===== src/rtl/code_lock_pkg.sv =====
// Shared types and helpers for the code lock sequencer: state encoding,
// digit markers and the entry-validity check.
package code_lock_pkg;

  localparam int CODE_W = 16;
  localparam logic [3:0] DIGIT_BLANK = 4'ha;
  localparam logic [3:0] DIGIT_ERR   = 4'hb;

  typedef enum logic [2:0] {
    IDLE         = 3'd0,
    CHECK        = 3'd1,
    OPEN         = 3'd2,
    PROG_NEW     = 3'd3,
    PROG_CONFIRM = 3'd4,
    LOCKOUT      = 3'd5
  } state_t;

  // An entry is usable only if every digit is a decimal key.
  function automatic logic digits_valid(input logic [CODE_W-1:0] c);
    logic ok;
    logic [3:0] d;
    ok = 1'b1;
    for (int i = 0; i < 4; i++) begin
      d = c[i*4 +: 4];
      if (d > 4'd9 || d == DIGIT_BLANK || d == DIGIT_ERR) ok = 1'b0;
    end
    return ok;
  endfunction

endpackage


===== src/rtl/code_lock_timer.sv =====
// Loadable down-counter shared by the unlock, programming-window and
// lockout intervals. Decrement stops at zero.
module lock_timer #(
  parameter int TIMER_W = 27
) (
  input  logic               clk,
  input  logic               reset_n,
  input  logic               load,
  input  logic [TIMER_W-1:0] load_val,
  input  logic               dec,
  output logic               is_zero
);

  logic [TIMER_W-1:0] count;

  always_ff @(posedge clk or negedge reset_n) begin
    if (!reset_n) begin
      count <= '0;
    end else if (load) begin
      count <= load_val;
    end else if (dec && count != '0) begin
      count <= count - TIMER_W'(1);
    end
  end

  assign is_zero = (count == '0);

endmodule


===== src/rtl/code_lock_ctrl.sv =====
// Code lock sequencer: checks completed keypad entries, drives unlock/alarm,
// counts failures and handles code reprogramming. Optional master code
// under CODE_LOCK_MASTER_CODE_EN.
module code_lock_ctrl
  import code_lock_pkg::*;
#(
  parameter int          TIMER_W        = 27,
  parameter int          UNLOCK_CYCLES  = 100000000,
  parameter int          LOCKOUT_CYCLES = 100000000,
  parameter int          MAX_FAILS      = 3,
  parameter logic [15:0] DEFAULT_CODE   = 16'h1234
`ifdef CODE_LOCK_MASTER_CODE_EN
  ,
  parameter logic [15:0] MASTER_CODE    = 16'h9999
`endif
) (
  input  logic        clk,
  input  logic        reset_n,
  input  logic        code_valid,
  input  logic [15:0] code,
  input  logic        prog_req,
  input  logic        lock_req,
  output logic        unlock,
  output logic        alarm,
  output logic        prog_mode,
  output logic        err,
  output logic        prog_ok,
  output logic [2:0]  fail_cnt,
  output logic [2:0]  state_dbg
);

  localparam logic [TIMER_W-1:0] UNLOCK_LD  = TIMER_W'(UNLOCK_CYCLES - 1);
  localparam logic [TIMER_W-1:0] LOCKOUT_LD = TIMER_W'(LOCKOUT_CYCLES - 1);
  localparam logic [2:0]         MAX_F      = 3'(MAX_FAILS);

  state_t             state, state_n;
  logic [15:0]        entry_reg, entry_n;
  logic [15:0]        pending_reg, pending_n;
  logic [15:0]        stored_code, stored_n;
  logic [2:0]         fail_n;
  logic               err_n, prog_ok_n;
  logic               timer_load, timer_dec, timer_zero;
  logic [TIMER_W-1:0] timer_val;
  logic               entry_match;

`ifdef CODE_LOCK_MASTER_CODE_EN
  logic master_hit;
  assign entry_match = digits_valid(entry_reg) &&
                       (entry_reg == stored_code || entry_reg == MASTER_CODE);
  assign master_hit  = code_valid && digits_valid(code) && (code == MASTER_CODE);
`else
  assign entry_match = digits_valid(entry_reg) && (entry_reg == stored_code);
`endif

  lock_timer #(.TIMER_W(TIMER_W)) u_timer (
    .clk      (clk),
    .reset_n  (reset_n),
    .load     (timer_load),
    .load_val (timer_val),
    .dec      (timer_dec),
    .is_zero  (timer_zero)
  );

  always_comb begin
    state_n    = state;
    entry_n    = entry_reg;
    pending_n  = pending_reg;
    stored_n   = stored_code;
    fail_n     = fail_cnt;
    err_n      = 1'b0;
    prog_ok_n  = 1'b0;
    timer_load = 1'b0;
    timer_val  = UNLOCK_LD;
    timer_dec  = 1'b0;
    case (state)
      IDLE: begin
        if (code_valid) begin
          entry_n = code;
          state_n = CHECK;
        end
      end
      CHECK: begin
        if (entry_match) begin
          state_n    = OPEN;
          fail_n     = '0;
          timer_load = 1'b1;
        end else begin
          err_n = 1'b1;
          if (fail_cnt + 3'd1 == MAX_F) begin
            state_n    = LOCKOUT;
            fail_n     = MAX_F;
            timer_load = 1'b1;
            timer_val  = LOCKOUT_LD;
          end else begin
            fail_n  = fail_cnt + 3'd1;
            state_n = IDLE;
          end
        end
      end
      // Relock wins over reprogramming, which wins over expiry.
      OPEN: begin
        if (lock_req) begin
          state_n = IDLE;
        end else if (prog_req) begin
          state_n    = PROG_NEW;
          timer_load = 1'b1;
        end else if (timer_zero) begin
          state_n = IDLE;
        end else begin
          timer_dec = 1'b1;
        end
      end
      PROG_NEW: begin
        if (code_valid) begin
          if (digits_valid(code)) begin
            pending_n  = code;
            timer_load = 1'b1;
            state_n    = PROG_CONFIRM;
          end else begin
            err_n   = 1'b1;
            state_n = IDLE;
          end
        end else if (timer_zero) begin
          state_n = IDLE;
        end else begin
          timer_dec = 1'b1;
        end
      end
      PROG_CONFIRM: begin
        if (code_valid) begin
          if (code == pending_reg) begin
            stored_n  = code;
            prog_ok_n = 1'b1;
          end else begin
            err_n = 1'b1;
          end
          state_n = IDLE;
        end else if (timer_zero) begin
          state_n = IDLE;
        end else begin
          timer_dec = 1'b1;
        end
      end
      LOCKOUT: begin
`ifdef CODE_LOCK_MASTER_CODE_EN
        if (master_hit) begin
          state_n    = OPEN;
          fail_n     = '0;
          timer_load = 1'b1;
        end else
`endif
        if (timer_zero) begin
          state_n = IDLE;
          fail_n  = '0;
        end else begin
          timer_dec = 1'b1;
        end
      end
      default: state_n = IDLE;
    endcase
  end

  // Status outputs are registered from the next state so they line up with it.
  always_ff @(posedge clk or negedge reset_n) begin
    if (!reset_n) begin
      state       <= IDLE;
      entry_reg   <= '0;
      pending_reg <= '0;
      stored_code <= DEFAULT_CODE;
      fail_cnt    <= '0;
      unlock      <= 1'b0;
      alarm       <= 1'b0;
      prog_mode   <= 1'b0;
      err         <= 1'b0;
      prog_ok     <= 1'b0;
    end else begin
      state       <= state_n;
      entry_reg   <= entry_n;
      pending_reg <= pending_n;
      stored_code <= stored_n;
      fail_cnt    <= fail_n;
      unlock      <= (state_n == OPEN);
      alarm       <= (state_n == LOCKOUT);
      prog_mode   <= (state_n == PROG_NEW) || (state_n == PROG_CONFIRM);
      err         <= err_n;
      prog_ok     <= prog_ok_n;
    end
  end

  assign state_dbg = state;

endmodule


===== config.mk =====
export PLATFORM = sky130hd
export DESIGN_NAME = code_lock_ctrl
export DESIGN_NICKNAME = d
export VERILOG_FILES = /design/src/rtl/code_lock_pkg.sv /design/src/rtl/code_lock_timer.sv /design/src/rtl/code_lock_ctrl.sv
export SDC_FILE = /design/constraint.sdc
export NUM_CORES = 1
export LEC_CHECK = 0
export ABC_AREA = 1
export ABC_CLOCK_PERIOD_IN_PS = 4700
export BUFFER_PORTS_ARGS = -buffer_cell sky130_fd_sc_hd__buf_2
export CORE_UTILIZATION = 50
export DETAILED_ROUTE_END_ITERATION = 8
export GPL_ROUTABILITY_DRIVEN = 0
export GPL_TIMING_DRIVEN = 1
export PLACE_DENSITY = 0.68
export SLEW_MARGIN = 20
export SYNTH_ARGS = -nofsm -noshare
export SYNTH_HDL_FRONTEND = slang
export SYNTH_SLANG_ARGS = --single-unit

===== constraint.sdc =====
create_clock -name clk -period 4.7 [get_ports clk]
set_input_delay 0.235 -clock clk [delete_from_list [all_inputs] [get_ports clk]]
set_output_delay 0.235 -clock clk [all_outputs]
set_load 0.03 [all_outputs]

* Yosys cells after proc, flatten, opt, wreduce, memory -nomap -nowiden
Cells that the tools add are included.
** Word-level totals
- Register bits after elaboration :: 86
- Bits in latches :: 0
- RAM bits :: 0
- Bits in read-only memories :: 0
- Input bits :: 21
- Output and inout bits :: 11
- Word-level logic and storage cells :: 126
- Memories kept :: 0
** Cells by class
- $add $sub $neg :: 2
- Multiply operators :: 0
- Div/mod/pow operators :: 0
- Order comparisons :: 8
- Equal/unequal tests :: 29
- Shifts and indexed selects :: 0
- Multiplexer cells :: 47
- Bitwise operators :: 0
- Reductions and logical operators :: 29
** Operators with widths (count)
- equality test 4 bit (second input constant) :: 16
- 2-to-1 mux 27 bit :: 2
- 2-to-1 mux 3 bit :: 12
- equality test 16 bit :: 2
- greater-than comparator 4 bit (second input constant) :: 8
- 2-to-1 mux 1 bit :: 28
- logical NOT 27 bit :: 1
- nonzero test 27 bit :: 1
- subtractor 27 x 1 -> 27 bit (second input constant) :: 1
- one-hot mux 3 bit (6 select lines) :: 1
- logical OR 1 bit :: 17
- equality test 3 x 2 -> 1 bit (second input constant) :: 5
- equality test 3 bit (second input constant) :: 4
- one-hot mux 1 bit (3 select lines) :: 3
- one-hot mux 3 bit (2 select lines) :: 1
- AND reduction 3 bit :: 2
- AND reduction 2 bit :: 2
- nonzero test 2 bit :: 2
- adder 3 x 1 -> 3 bit (second input constant) :: 1
- equality test 3 x 1 -> 1 bit (second input constant) :: 1
- logical NOT 3 bit :: 1
- logical AND 1 bit :: 2
- != test 2 bit (second input constant) :: 1
- OR reduction 2 bit :: 1

* Depth between registers and ports, before layout
Gate-level depths: netlist of run 1.
- Depth in word-level cells :: 14
- Gate-level depth with buffers :: 12
- Mapped depth without buffers :: 12

* Hierarchy
Synthesis of run 1 repeated with hierarchy kept, for this count alone.
** Unflattened totals
- Cells, all modules :: 758
- Area total of the unflattened synthesis :: 5220.0 sq um
** Modules (own cells, without submodules)
- code_lock_ctrl :: times used 1, cells each 409, area each 3060.4 sq um, seq. area each 1482.7 sq um
- lock_timer :: times used 1, cells each 349, area each 2159.6 sq um, seq. area each 675.6 sq um

* Worst setup path after synthesis of run 1
No wires, ideal clock.
- Kind :: reg-to-reg
- Start point :: register fail_cnt[0]
- End point :: register u_timer.count[7]
- Library setup time :: 0.128 ns
- Arrival :: 1.646 ns
- Data required time :: 4.572 ns
- Slack :: 2.926 ns
- Stages on the path, launching flop included :: 9
- Cell sequence :: dfrtp_1 > ha_1 > xor2_1 > nor2_1 > nand2_1 > nand3_1 > nor2_2 > buf_6 > nand3_1
** On the way
- Word-level cells in the longest chain between the ends :: 6
** Ends and longest elaborated chain
- start, declared :: line code_lock_ctrl.sv:28 : output logic [2:0] fail_cnt,
- start signal, assigned :: line code_lock_ctrl.sv:181 : fail_cnt <= fail_n;
- adder 3 x 1 -> 3 bit (*) :: line code_lock_ctrl.sv:89 : if (fail_cnt + 3'd1 == MAX_F) begin
- equality test 3 x 2 -> 1 bit (*) :: line code_lock_ctrl.sv:89
- 2-to-1 mux 1 bit (*) :: line code_lock_ctrl.sv:89
- 2-to-1 mux 1 bit (*) :: line code_lock_ctrl.sv:83 : if (entry_match) begin
- one-hot mux 1 bit (3 select lines) (*) :: line code_lock_ctrl.sv:75 : case (state)
- 2-to-1 mux 27 bit or nonzero test 2 bit (tied branches)
- end signal, assigned :: line code_lock_timer.sv:20 : count <= load_val;
- end signal, assigned :: line code_lock_timer.sv:22 : count <= count - TIMER_W'(1);
- end, declared :: line code_lock_timer.sv:14 : logic [TIMER_W-1:0] count;
Every way passes the cells marked *; elsewhere a longest branch is shown, timed or not.
A chain may end at the register's enable or synchronous reset.

* Final worst setup path of run 1
- Start point :: register state[2], in the netlist state_dbg[2]
- End point :: register u_timer.count[6]
** On the way
- Word-level cells in the longest chain between the ends :: 5
** Ends and longest elaborated chain
- start, declared :: line code_lock_ctrl.sv:36 : state_t state, state_n;
- start signal, assigned :: line code_lock_ctrl.sv:177 : state <= state_n;
- equality test 3 bit or equality test 3 x 2 -> 1 bit (tied branches) :: line code_lock_ctrl.sv:75
- OR reduction 2 bit (no line)
- one-hot mux 1 bit (3 select lines) :: line code_lock_ctrl.sv:75
- logical AND 1 bit :: line code_lock_timer.sv:21 : end else if (dec && count != '0) begin
- nonzero test 2 bit (no line)
Parallel ways exist; a longest one is shown, timed or not.

==> run_results.csv, run 1 <==
group,metric,value,unit
clocking,root_buffer,"clkbuf_8",
synthesis,yosys_warnings,0,
finish,area_growth,9.161,%
synthesis,yosys-top-cells-area,"dfrtp_1 43%, nand2_1 16%, nand3_1 7.4%",
worst_setup_path,timing.rr.start,"state_dbg[2]",
worst_setup_path,reg2reg_depth,7,
synthesis,synth_edf_count,0,
routing,post-route-drc-count,0,
synthesis,seq_area_frac_synth,0.4594,
sta,finalSetupViolations,0,
clocking,cts_buffer_depth,2,
clocking,cts.clk_slew.worst_paths,90,ps
run_status,status,"completed",
sta,hold_slack,114.4,ps
routing,detailroute.via_count,4196,
worst_setup_path,cp.required,4900,ps
worst_setup_path,worstSetupStartpoint,"state_dbg[2]",
finish,drive_gt1_frac,0.1061,
worst_setup_path,critPathLaunchType,"flop",
synthesis,synthCells,654,
routing,antenna_left,0,
finish,nNetsFinal,707,
sta,hold_violations,0,
pwr,leakage,2.643,nW
finish,fillCellCount,890,
floorplan,fp-row-count,35,
sta,period_needed,2327,ps
synthesis,synth.top_cell.area_share,0.4314,
worst_setup_path,path_class,"reg2reg",
clocking,numCtsBuffers,9,
floorplan,io_pins,32,
run,cap_violations,0,
pwr,cellPowerDensity,256.3,nW/um^2
finish,multiInputGateArea,2125,sq um
worst_setup_path,timing.rr.end,"u_timer.count[6]",
sta,finClkSkew,15.11,ps
worst_setup_path,endpoint_kind,"flop",
routing,drtPass1Iterations,4,
synthesis,synthDistinctLibCells,30,
placed_design,dp.cells,782,
routing,drt_iter0_drc,217,
synthesis,ys.flop_type,"dfrtp_1",
placed_design,placed_cell_area,4920,sq um
synthesis,synth.most_common_cell,"nand2_1",
finish,regArea,2158,sq um
floorplan,core,9153,sq um
routing,wl_per_cell,13.11,um
worst_setup_path,crit_arrival,2530,ps
finish,stdcell_area,5129,sq um
finish,antenna_cells,0,
synthesis,ys_async_sr_fraction,1.000,
global_route,grt-ovfl-total,0,
min_path,min_from,"code[9]",
clocking,htree_levels,3,
floorplan,die-height,98.94,um
routing,avgViaCountPerCell,5.252,
worst_setup_path,cp-endpoint,"u_timer.count[6]",
synthesis,syn_area,4698,sq um
global_route,grt_pass1_vias,3900,
clocking,clk_latency,360,ps
synthesis,syn_nets,678,
global_route,track_usage,0.2310,
sta,fmaxAchievable,429.7,MHz
synthesis,synth_top_area_cell,"dfrtp_1",
global_route,antenna_found_initial,0,
global_route,grt_max_degree,86,
finish,top_register,"u_timer.count",
placed_design,port_buffers,31,
global_route,grt_pass1_wl,17890,um
sta,period_share,0.4951,
worst_setup_path,r2r_setup_slack,2370,ps
sta,tightest_slew,772.6,ps
sta,setup_slack,2373,ps
floorplan,dieArea,9788,sq um
synthesis,syn_area_per_cell,7.184,sq um
pwr,ir_worst_vdd,0.0001630,V
sta,final.setup.tns,0,ps
clocking,cts_tree,"yes",
sta,drv_slew,0,
synthesis,ys_ff_latch,86,
floorplan,start_util,0.5133,
sta,max_slew_margin,0.4844,
placed_design,pre_cts_slack,2341,ps
sta,rsz0062_at_grt,"false",
worst_setup_path,cp_max_fo,34,
clocking,clock-sinks,86,
routing,wl,10470,um
clocking,cts_resized,0,
min_path,hp-class,"in2reg",
placed_design,hpwlAfterDp,7434,um
synthesis,synthTopCellsByCount,"201 x nand2_1, 87 x inv_1, 81 x dfrtp_1",
finish,final_cells,799,
floorplan,die-width,98.94,um
finish,largest_reg_flops,27,
==> cells by family (layout without fill, tap and decap cells) <==
family / Yosys count / count (layout) / synth area share
adder cells (fa/ha/maj): 3 / 3 / 0.007990
AO/OA/AOI/OAI: 61 / 61 / 0.06738
flip-flops: 86 / 86 / 0.4594
XOR/XNOR: 12 / 12 / 0.02237
buffers and inverters: 105 / 139 / 0.08948
AND/OR/NAND/NOR: 387 / 387 / 0.3534
==> power breakdown <==
group | switching, mW | internal, mW | total, mW | leakage (nW)
sequential | 0.00220 | 0.743 | 0.745 | 1.08
clock | 0.270 | 0.244 | 0.514 | 0.0883
combinational | 0.0396 | 0.0165 | 0.0561 | 1.47
total | 0.311 | 1.00 | 1.31 | 2.64
==> layout by cell type, fill, tap and decap left out <==
cell type,Yosys,final
clkinvlp_4,0,3
a21oi_2,1,1
nand3_1,69,68
xor2_1,7,7
nor2_4,2,2
o21ai_0,52,52
buf_6,2,1
buf_4,2,1
xnor2_1,5,5
clkbuf_8,0,9
clkinv_2,0,2
or2_2,1,1
a21boi_0,1,1
nor4_1,1,1
o21bai_1,2,2
buf_2,3,30
bufinv_16,0,1
o21ai_1,1,1
nor3b_1,1,1
nor3_1,7,7
dfstp_2,5,5
nand3b_1,5,5
dlygate4sd3_1,0,1
a21oi_1,4,4
nand4_1,12,12
clkbuf_1,8,1
nand3_2,2,3
ha_1,3,3
nor2_2,7,7
nor2_1,75,75
nand2_1,201,201
dfrtp_1,81,81
nand2_2,4,4
inv_2,3,3
inv_1,87,87
==> critical path, stage by stage (launching register included) <==
cell and delay [ps]:
dfrtp_1 480, inv_1 120, nand3_1 110, nor2_1 70, nand2_2 410, nand3_1 160, nor2_2 650, nand3_1 170
==> metrics by stage <==
| stage | util | total power [mW] |
|---|---|---|
| 2_1_floorplan | - | 0.7789 |
| 3_3_place_gp | 0.5375 | 0.8138 |
| 3_5_place_dp | 0.5375 | 0.8149 |
| 4_1_cts | 0.5594 | 1.324 |
| 5_1_grt | 0.5604 | 1.361 |
| 6_report | 0.5604 | 1.314 |
==> per-layer routing <==
layer	vias to the layer above	wire length, um	GRT usage
met5	-	0	0
met3	14	382	0.03404
met2	72	4897	0.3749
met4	0	133	0.07348
li1	2111	-	-
met1	1999	5059	0.3198
==> worst min-delay path by stage <==
stage	depth (start not counted)	slack, ps	end
5_1_grt	3	110	stored_code[9]
4_1_cts	3	100	stored_code[9]
2_1_floorplan	0	-60	alarm
3_5_place_dp	1	20	prog_ok
6_report	3	110	stored_code[9]
3_3_place_gp	1	20	prog_ok
==> timing repair <==
item | in CTS | in global routing
endpoints found under the hold margin | 1 | 0
hold buffers | 1 | 0
buffers inserted | 0 | 0
==> final cells by class <==
class / instances / share of cell area
inverter: 90 / 0.06587
timing repair buffer: 33 / 0.03489
clock buffer: 10 / 0.02488
sequential: 86 / 0.4208
clock inverter: 6 / 0.01220
tap: 111 / 0.02708
multi-input combinational: 463 / 0.4142
No activity file was read; power rests on OpenSTA's default activity.
==> inputs of run 2 (changes only) <==
ABC_CLOCK_PERIOD_IN_PS = 2400   (was 4700)
clock period = 2.4 ns   (was 4.7 ns; I/O delays follow)
==> run_results.csv, run 2 (synthesized netlist as in run 1, its figures left out) <==
group,metric,value,unit
finish,fillCellCount,861,
worst_setup_path,worstPathCellList,"inv_1, ha_1, nand3_2, nor2_2, nand2_1, nor2_2, nor2_4, buf_4, o21ai_0, nand2_1",
clocking,cts_tree,"yes",
clocking,numCtsBuffers,9,
floorplan,core,9153,sq um
finish,drive_gt1_frac,0.1066,
floorplan,dieArea,9788,sq um
pwr,internal-power,1.975,mW
run,cap_violations,0,
run_status,status,"completed",
sta,max_slew_margin,0.4589,
floorplan,io_pins,32,
sta,tightest_slew,810.8,ps
pwr,p_total,2.565,mW
finish,stdcell_area,5174,sq um
clocking,htree_levels,3,
pwr,leakage,2.668,nW
placed_design,port_buffers,31,
global_route,antenna_found_initial,0,
global_route,grt_pass1_vias,4062,
pwr,cellPowerDensity,495.7,nW/um^2
worst_setup_path,critPathLaunchType,"flop",
worst_setup_path,path_class,"reg2reg",
clocking,cts_buffer_depth,2,
placed_design,dp.cells,787,
pwr,pwr-share-clk,0.387,
pwr,seqPwrFrac,0.569,
clocking,cts.clk_slew.worst_paths,90,ps
finish,top_register,"u_timer.count",
finish,nNetsFinal,713,
worst_setup_path,worstSetupStartpoint,"u_timer.count[0]",
pwr,switching_share,0.2300,
placed_design,hpwlAfterDp,7550,um
global_route,track_usage,0.2394,
finish,antenna_cells,0,
clocking,root_buffer,"clkbuf_8",
worst_setup_path,cp.required,2600,ps
routing,antenna_left,0,
sta,period_needed,2125,ps
sta,period_share,0.8856,
sta,rsz0062_at_grt,"false",
floorplan,die-width,98.94,um
routing,avgViaCountPerCell,5.185,
floorplan,start_util,0.5133,
sta,finalSetupViolations,0,
routing,detailroute.via_count,4174,
sta,fmaxAchievable,470.5,MHz
clocking,clock-sinks,86,
global_route,grt_max_degree,36,
clocking,clk_latency,350,ps
sta,drv_slew,0,
global_route,grt-ovfl-total,0,
routing,wl_per_cell,13.15,um
worst_setup_path,timing.rr.start,"u_timer.count[0]",
finish,area_growth,10.12,%
sta,final.setup.tns,0,ps
finish,final_cell_mix,"201 x nand2_1, 87 x inv_1, 81 x dfrtp_1",
sta,hold_violations,0,
global_route,grt_pass1_wl,18690,um
routing,drt_iter0_drc,228,
worst_setup_path,cpPeakStageDelay,380,ps
worst_setup_path,crit_slowest_cell,"dfrtp_1",
pwr,power_switching,0.5898,mW
pwr,ir_worst_vdd,0.0003187,V
pwr,power_frac_comb,0.044,
floorplan,die-height,98.94,um
floorplan,fp-row-count,35,
worst_setup_path,endpoint_kind,"flop",
finish,largest_reg_flops,27,
min_path,min_from,"code[12]",
placed_design,placed_cell_area,4970,sq um
worst_setup_path,cp_max_fo,32,
routing,wl,10590,um
worst_setup_path,crit_arrival,2320,ps
routing,post-route-drc-count,0,
finish,final_cells,805,
min_path,hp-class,"in2reg",
finish,layout_commonest_cell,"nand2_1",
routing,drtPass1Iterations,5,
sta,finClkSkew,16.09,ps
-- run 2: final timing paths --
kind | to | slack [ps] | cells after the start
max | u_timer.count[1] | 270 | 10
min | stored_code[12] | 30 | 3
max reg2reg | u_timer.count[1] | 270 | 10
min reg2reg | stored_code[5] | 480 | 2
max in group asynchronous | stored_code[2] | 1420 | 3
min in group asynchronous | prog_ok | 260 | 2
-- run 2: area by class of cell --
class | count | area, sq um | area share
multi-input cells | 463 | 2120 | 0.4097
repair buffers | 39 | 235.2 | 0.04547
clock inverters | 3 | 45.04 | 0.008706
well taps | 111 | 138.9 | 0.02684
clock buffers | 13 | 138.9 | 0.02684
inverters | 90 | 337.8 | 0.06530
flip-flops and latches | 86 | 2158 | 0.4172
-- run 2: power groups by stage --
stage               Combinational, mW  Sequential (mW)  Clock [mW]
floorplan                      0.0388             1.49           0
global placement                0.113             1.49           0
detailed placement              0.114             1.49           0
CTS                             0.117             1.46        1.01
global route                    0.131             1.46        1.07
finish                          0.114             1.46       0.992
-- run 2: per-stage QoR --
step                      hold WS, ps  utilization  setup WS [ps]
after floorplan                -175.6            -          626.2
after detailed placement        112.0       0.5430          319.2
after global routing            16.94       0.5653          85.02
after CTS                       14.91       0.5653          301.0
final                           26.87       0.5653          274.6
after global placement          107.2       0.5430          346.5
-- run 2: worst max-delay path: cells and delay by family, from the launching register on --
| family | cells | cell delay (ps) |
|---|---|---|
| AND/OR/NAND/NOR | 6 | 850 |
| flip-flops | 1 | 380 |
| AO/OA/AOI/OAI | 1 | 190 |
| adder cells (fa/ha/maj) | 1 | 220 |
| buffers and inverters | 2 | 330 |
-- run 2: what timing repair did --
item	CTS	global route
endpoints found under the hold margin	30	0
resized for setup	0	0
hold buffers	2	0
buffers inserted	0	0
-- run 2: metal layers --
| metal | vias to the layer above | wire length (um) | global-route usage |
|---|---|---|---|
| li1 | 2117 | - | - |
| met1 | 1952 | 5150 | 0.3373 |
| met2 | 93 | 4919 | 0.3873 |
| met3 | 12 | 410 | 0.02624 |
| met4 | 0 | 107 | 0.07922 |
| met5 | - | 0 | 0 |
==> inputs of run 3 (changes only) <==
ABC_AREA = not set   (was 1)
GPL_TIMING_DRIVEN = 0   (was 1)
==> run_results.csv, run 3 <==
group,metric,value,unit
sta,finClkSkew,10.67,ps
finish,fillCellCount,660,
sta,max_slew_margin,0.5503,
min_path,hp-class,"in2reg",
floorplan,dieArea,8856,sq um
synthesis,syn_area,4242,sq um
worst_setup_path,timing.rr.start,"u_timer.count[1]",
routing,drt_iter0_drc,151,
finish,multiInputGateArea,2248,sq um
routing,wl_met3,293,um
finish,drive_gt1_frac,0.3995,
worst_setup_path,cp_max_fo,4,
global_route,grt-ovfl-total,0,
floorplan,core,8217,sq um
routing,wl_per_cell,17.31,um
finish,top_register,"u_timer.count",
pwr,cellPowerDensity,900.4,nW/um^2
floorplan,io_pins,32,
synthesis,yosys_warnings,0,
sta,period_needed,2863,ps
synthesis,ys_ff_latch,86,
synthesis,synth_edf_count,0,
routing,drt-met1-wl,4504,um
synthesis,synth.most_common_cell,"dfrtp_1",
finish,largest_reg_flops,27,
worst_setup_path,reg2reg_depth,8,
worst_setup_path,cp_num_buf_inv,1,
placed_design,port_buffers,30,
sta,rsz0062_at_grt,"true",
sta,drv_slew,0,
floorplan,die-height,94.11,um
worst_setup_path,crit_top_cell,"or4_4",
worst_setup_path,crit_slowest_cell,"or4b_4",
worst_setup_path,critPathLaunchType,"flop",
clocking,clock-sinks,86,
placed_design,hpwlAfterDp,6210,um
pwr,ir_worst_vdd,0.0003348,V
synthesis,synthDistinctLibCells,45,
sta,setup_slack,-462.8,ps
floorplan,fp-row-count,33,
run_status,status,"complete, but fails checks",
min_path,whs_endpoint,"pending_reg[4]",
synthesis,ys_async_sr_fraction,1.000,
floorplan,start_util,0.5162,
min_path,min_from,"code[4]",
worst_setup_path,cpPeakStageDelay,480,ps
clocking,clk_latency,360,ps
clocking,numCtsBuffers,9,
routing,detailroute.via_count,3145,
routing,antenna_left,0,
placed_design,dp.cells,509,
global_route,grt_pass1_wl,15720,um
routing,post-route-drc-count,0,
worst_setup_path,r2r_setup_slack,-460,ps
clocking,cts_buffer_depth,2,
sta,tightest_slew,671.7,ps
pwr,leakage,2.292,nW
routing,top_layer,"met4",
synthesis,yosys-top-cells-area,"dfrtp_1 48%, mux2_2 13%, xor2_1 6.4%",
sta,fmaxAchievable,349.3,MHz
finish,regArea,2162,sq um
finish,final_cells,548,
worst_setup_path,critPathTopFamily,"simple AND/OR/NAND/NOR gates",
global_route,antenna_found_initial,0,
sta,hold_violations,0,
routing,avgViaCountPerCell,5.739,
worst_setup_path,timing.rr.end,"prog_mode",
worst_setup_path,worstPathCellList,"inv_2, ha_4, or4b_4, or4_4, or4_4, and3_4, a211o_1, mux2_4",
worst_setup_path,crit_arrival,3110,ps
synthesis,synthCells,373,
worst_setup_path,endpoint_kind,"flop",
finish,antenna_cells,0,
clocking,cts_tree,"yes",
global_route,grt_max_degree,52,
finish,finish.utilization,0.6406,
finish,final_cell_mix,"78 x dfrtp_1, 48 x mux2_2, 31 x xor2_1, 31 x buf_2",
synthesis,ys.flop_type,"dfrtp_1",
clocking,htree_levels,3,
min_path,holdPathStages,2,
global_route,track_usage,0.2354,
global_route,grt_pass1_vias,3056,
worst_setup_path,path_class,"reg2reg",
routing,route.met2.wl,4538,um
clocking,root_buffer,"clkbuf_8",
clocking,cts.clk_slew.worst_paths,90,ps
synthesis,synthTopCellsByCount,"81 x dfrtp_1, 48 x mux2_2, 31 x xor2_1",
finish,nNetsFinal,462,
synthesis,synth.top_cell.area_share,0.4779,
synthesis,syn_area_per_cell,11.37,sq um
finish,layout_commonest_cell,"dfrtp_1",
worst_setup_path,cp.required,2640,ps
synthesis,syn_nets,397,
floorplan,die-width,94.11,um
routing,wl,9487,um
synthesis,seq_area_frac_synth,0.5088,
synthesis,synth_top_area_cell,"dfrtp_1",
routing,drtPass1Iterations,4,
sta,finalSetupViolations,36,
run_status,violations,"negative setup slack",
run,cap_violations,0,
sta,period_share,1.193,
finish,area_growth,24.10,%
## run 3: changes by cell type after synthesis, sizes merged, moves of 7 or more
cell | before | now
o31ai | 0 | 7
nand3 | 71 | 19
xor2 | 7 | 31
or4 | 0 | 10
nor4 | 1 | 13
inv | 90 | 4
or3 | 0 | 18
mux2 | 0 | 49
nand2 | 205 | 20
o21ai | 53 | 20
nor2 | 84 | 13
## run 3: routing by layer
layer,vias to the layer above,global-route usage
met5,-,0
met4,0,0.09872
met3,11,0.03722
met2,56,0.3528
met1,1580,0.3381
li1,1498,-
## run 3: worst max-delay path by stage
stage,start,end,slack (ps),cells after the start
3_5_place_dp,u_timer.count[0],prog_mode,-480,8
4_1_cts,u_timer.count[0],prog_mode,-420,8
5_1_grt,u_timer.count[1],prog_mode,-510,8
6_report,u_timer.count[1],prog_mode,-460,8
3_3_place_gp,u_timer.count[0],prog_mode,-460,8
2_1_floorplan,u_timer.count[0],prog_mode,-300,8
## run 3: area by class of cell
| type | instances | share of cell area |
|---|---|---|
| multi-input cells | 271 | 0.4271 |
| flip-flops and latches | 86 | 0.4107 |
| well taps | 105 | 0.02496 |
| inverters | 4 | 0.002852 |
| clock buffers | 12 | 0.02947 |
| plain buffers | 11 | 0.01379 |
| clock inverters | 4 | 0.01474 |
| repair buffers | 55 | 0.07630 |
## run 3: cell families after synthesis
kind of cell             synth area share
flip-flops                         0.5088
XOR/XNOR                          0.08260
multiplexers                       0.1333
adder cells (fa/ha/maj)          0.008851
AO/OA/AOI/OAI                     0.07286
buffers and inverters             0.01534
AND/OR/NAND/NOR                    0.1782
## run 3: metrics by stage
step | hold slack [ps] | power (mW) | worst slack, ps | cell area (sq um) | TNS, ps
after floorplan | -175.6 | 2.926 | -301.9 | 4259 | -2395
after global placement | 407.9 | 3.240 | -459.7 | 4541 | -16420
after detailed placement | 199.2 | 3.307 | -483.2 | 4563 | -18360
after CTS | 33.31 | 4.652 | -423.6 | 5115 | -11790
after global routing | 49.44 | 5.011 | -510.0 | 5264 | -12110
final | 47.11 | 4.740 | -462.8 | 5264 | -9394
## run 3: power breakdown
| group | internal, mW | switching, mW | total (mW) |
|---|---|---|---|
| logic | 0.685 | 0.782 | 1.47 |
| registers | 1.77 | 0.326 | 2.10 |
| clock network | 0.650 | 0.524 | 1.17 |
| total | 3.11 | 1.63 | 4.74 |
## run 3: what timing repair did
| action | CTS | global route |
|---|---|---|
| gates cloned | 1 | 0 |
| hold endpoints to repair | 47 | 0 |
| hold buffers | 1 | 0 |
| setup buffers | 18 | 5 |
| endpoints found under the setup margin | 66 | 73 |
| gates resized for setup | 40 | 35 |
| pin swaps | 21 | 13 |
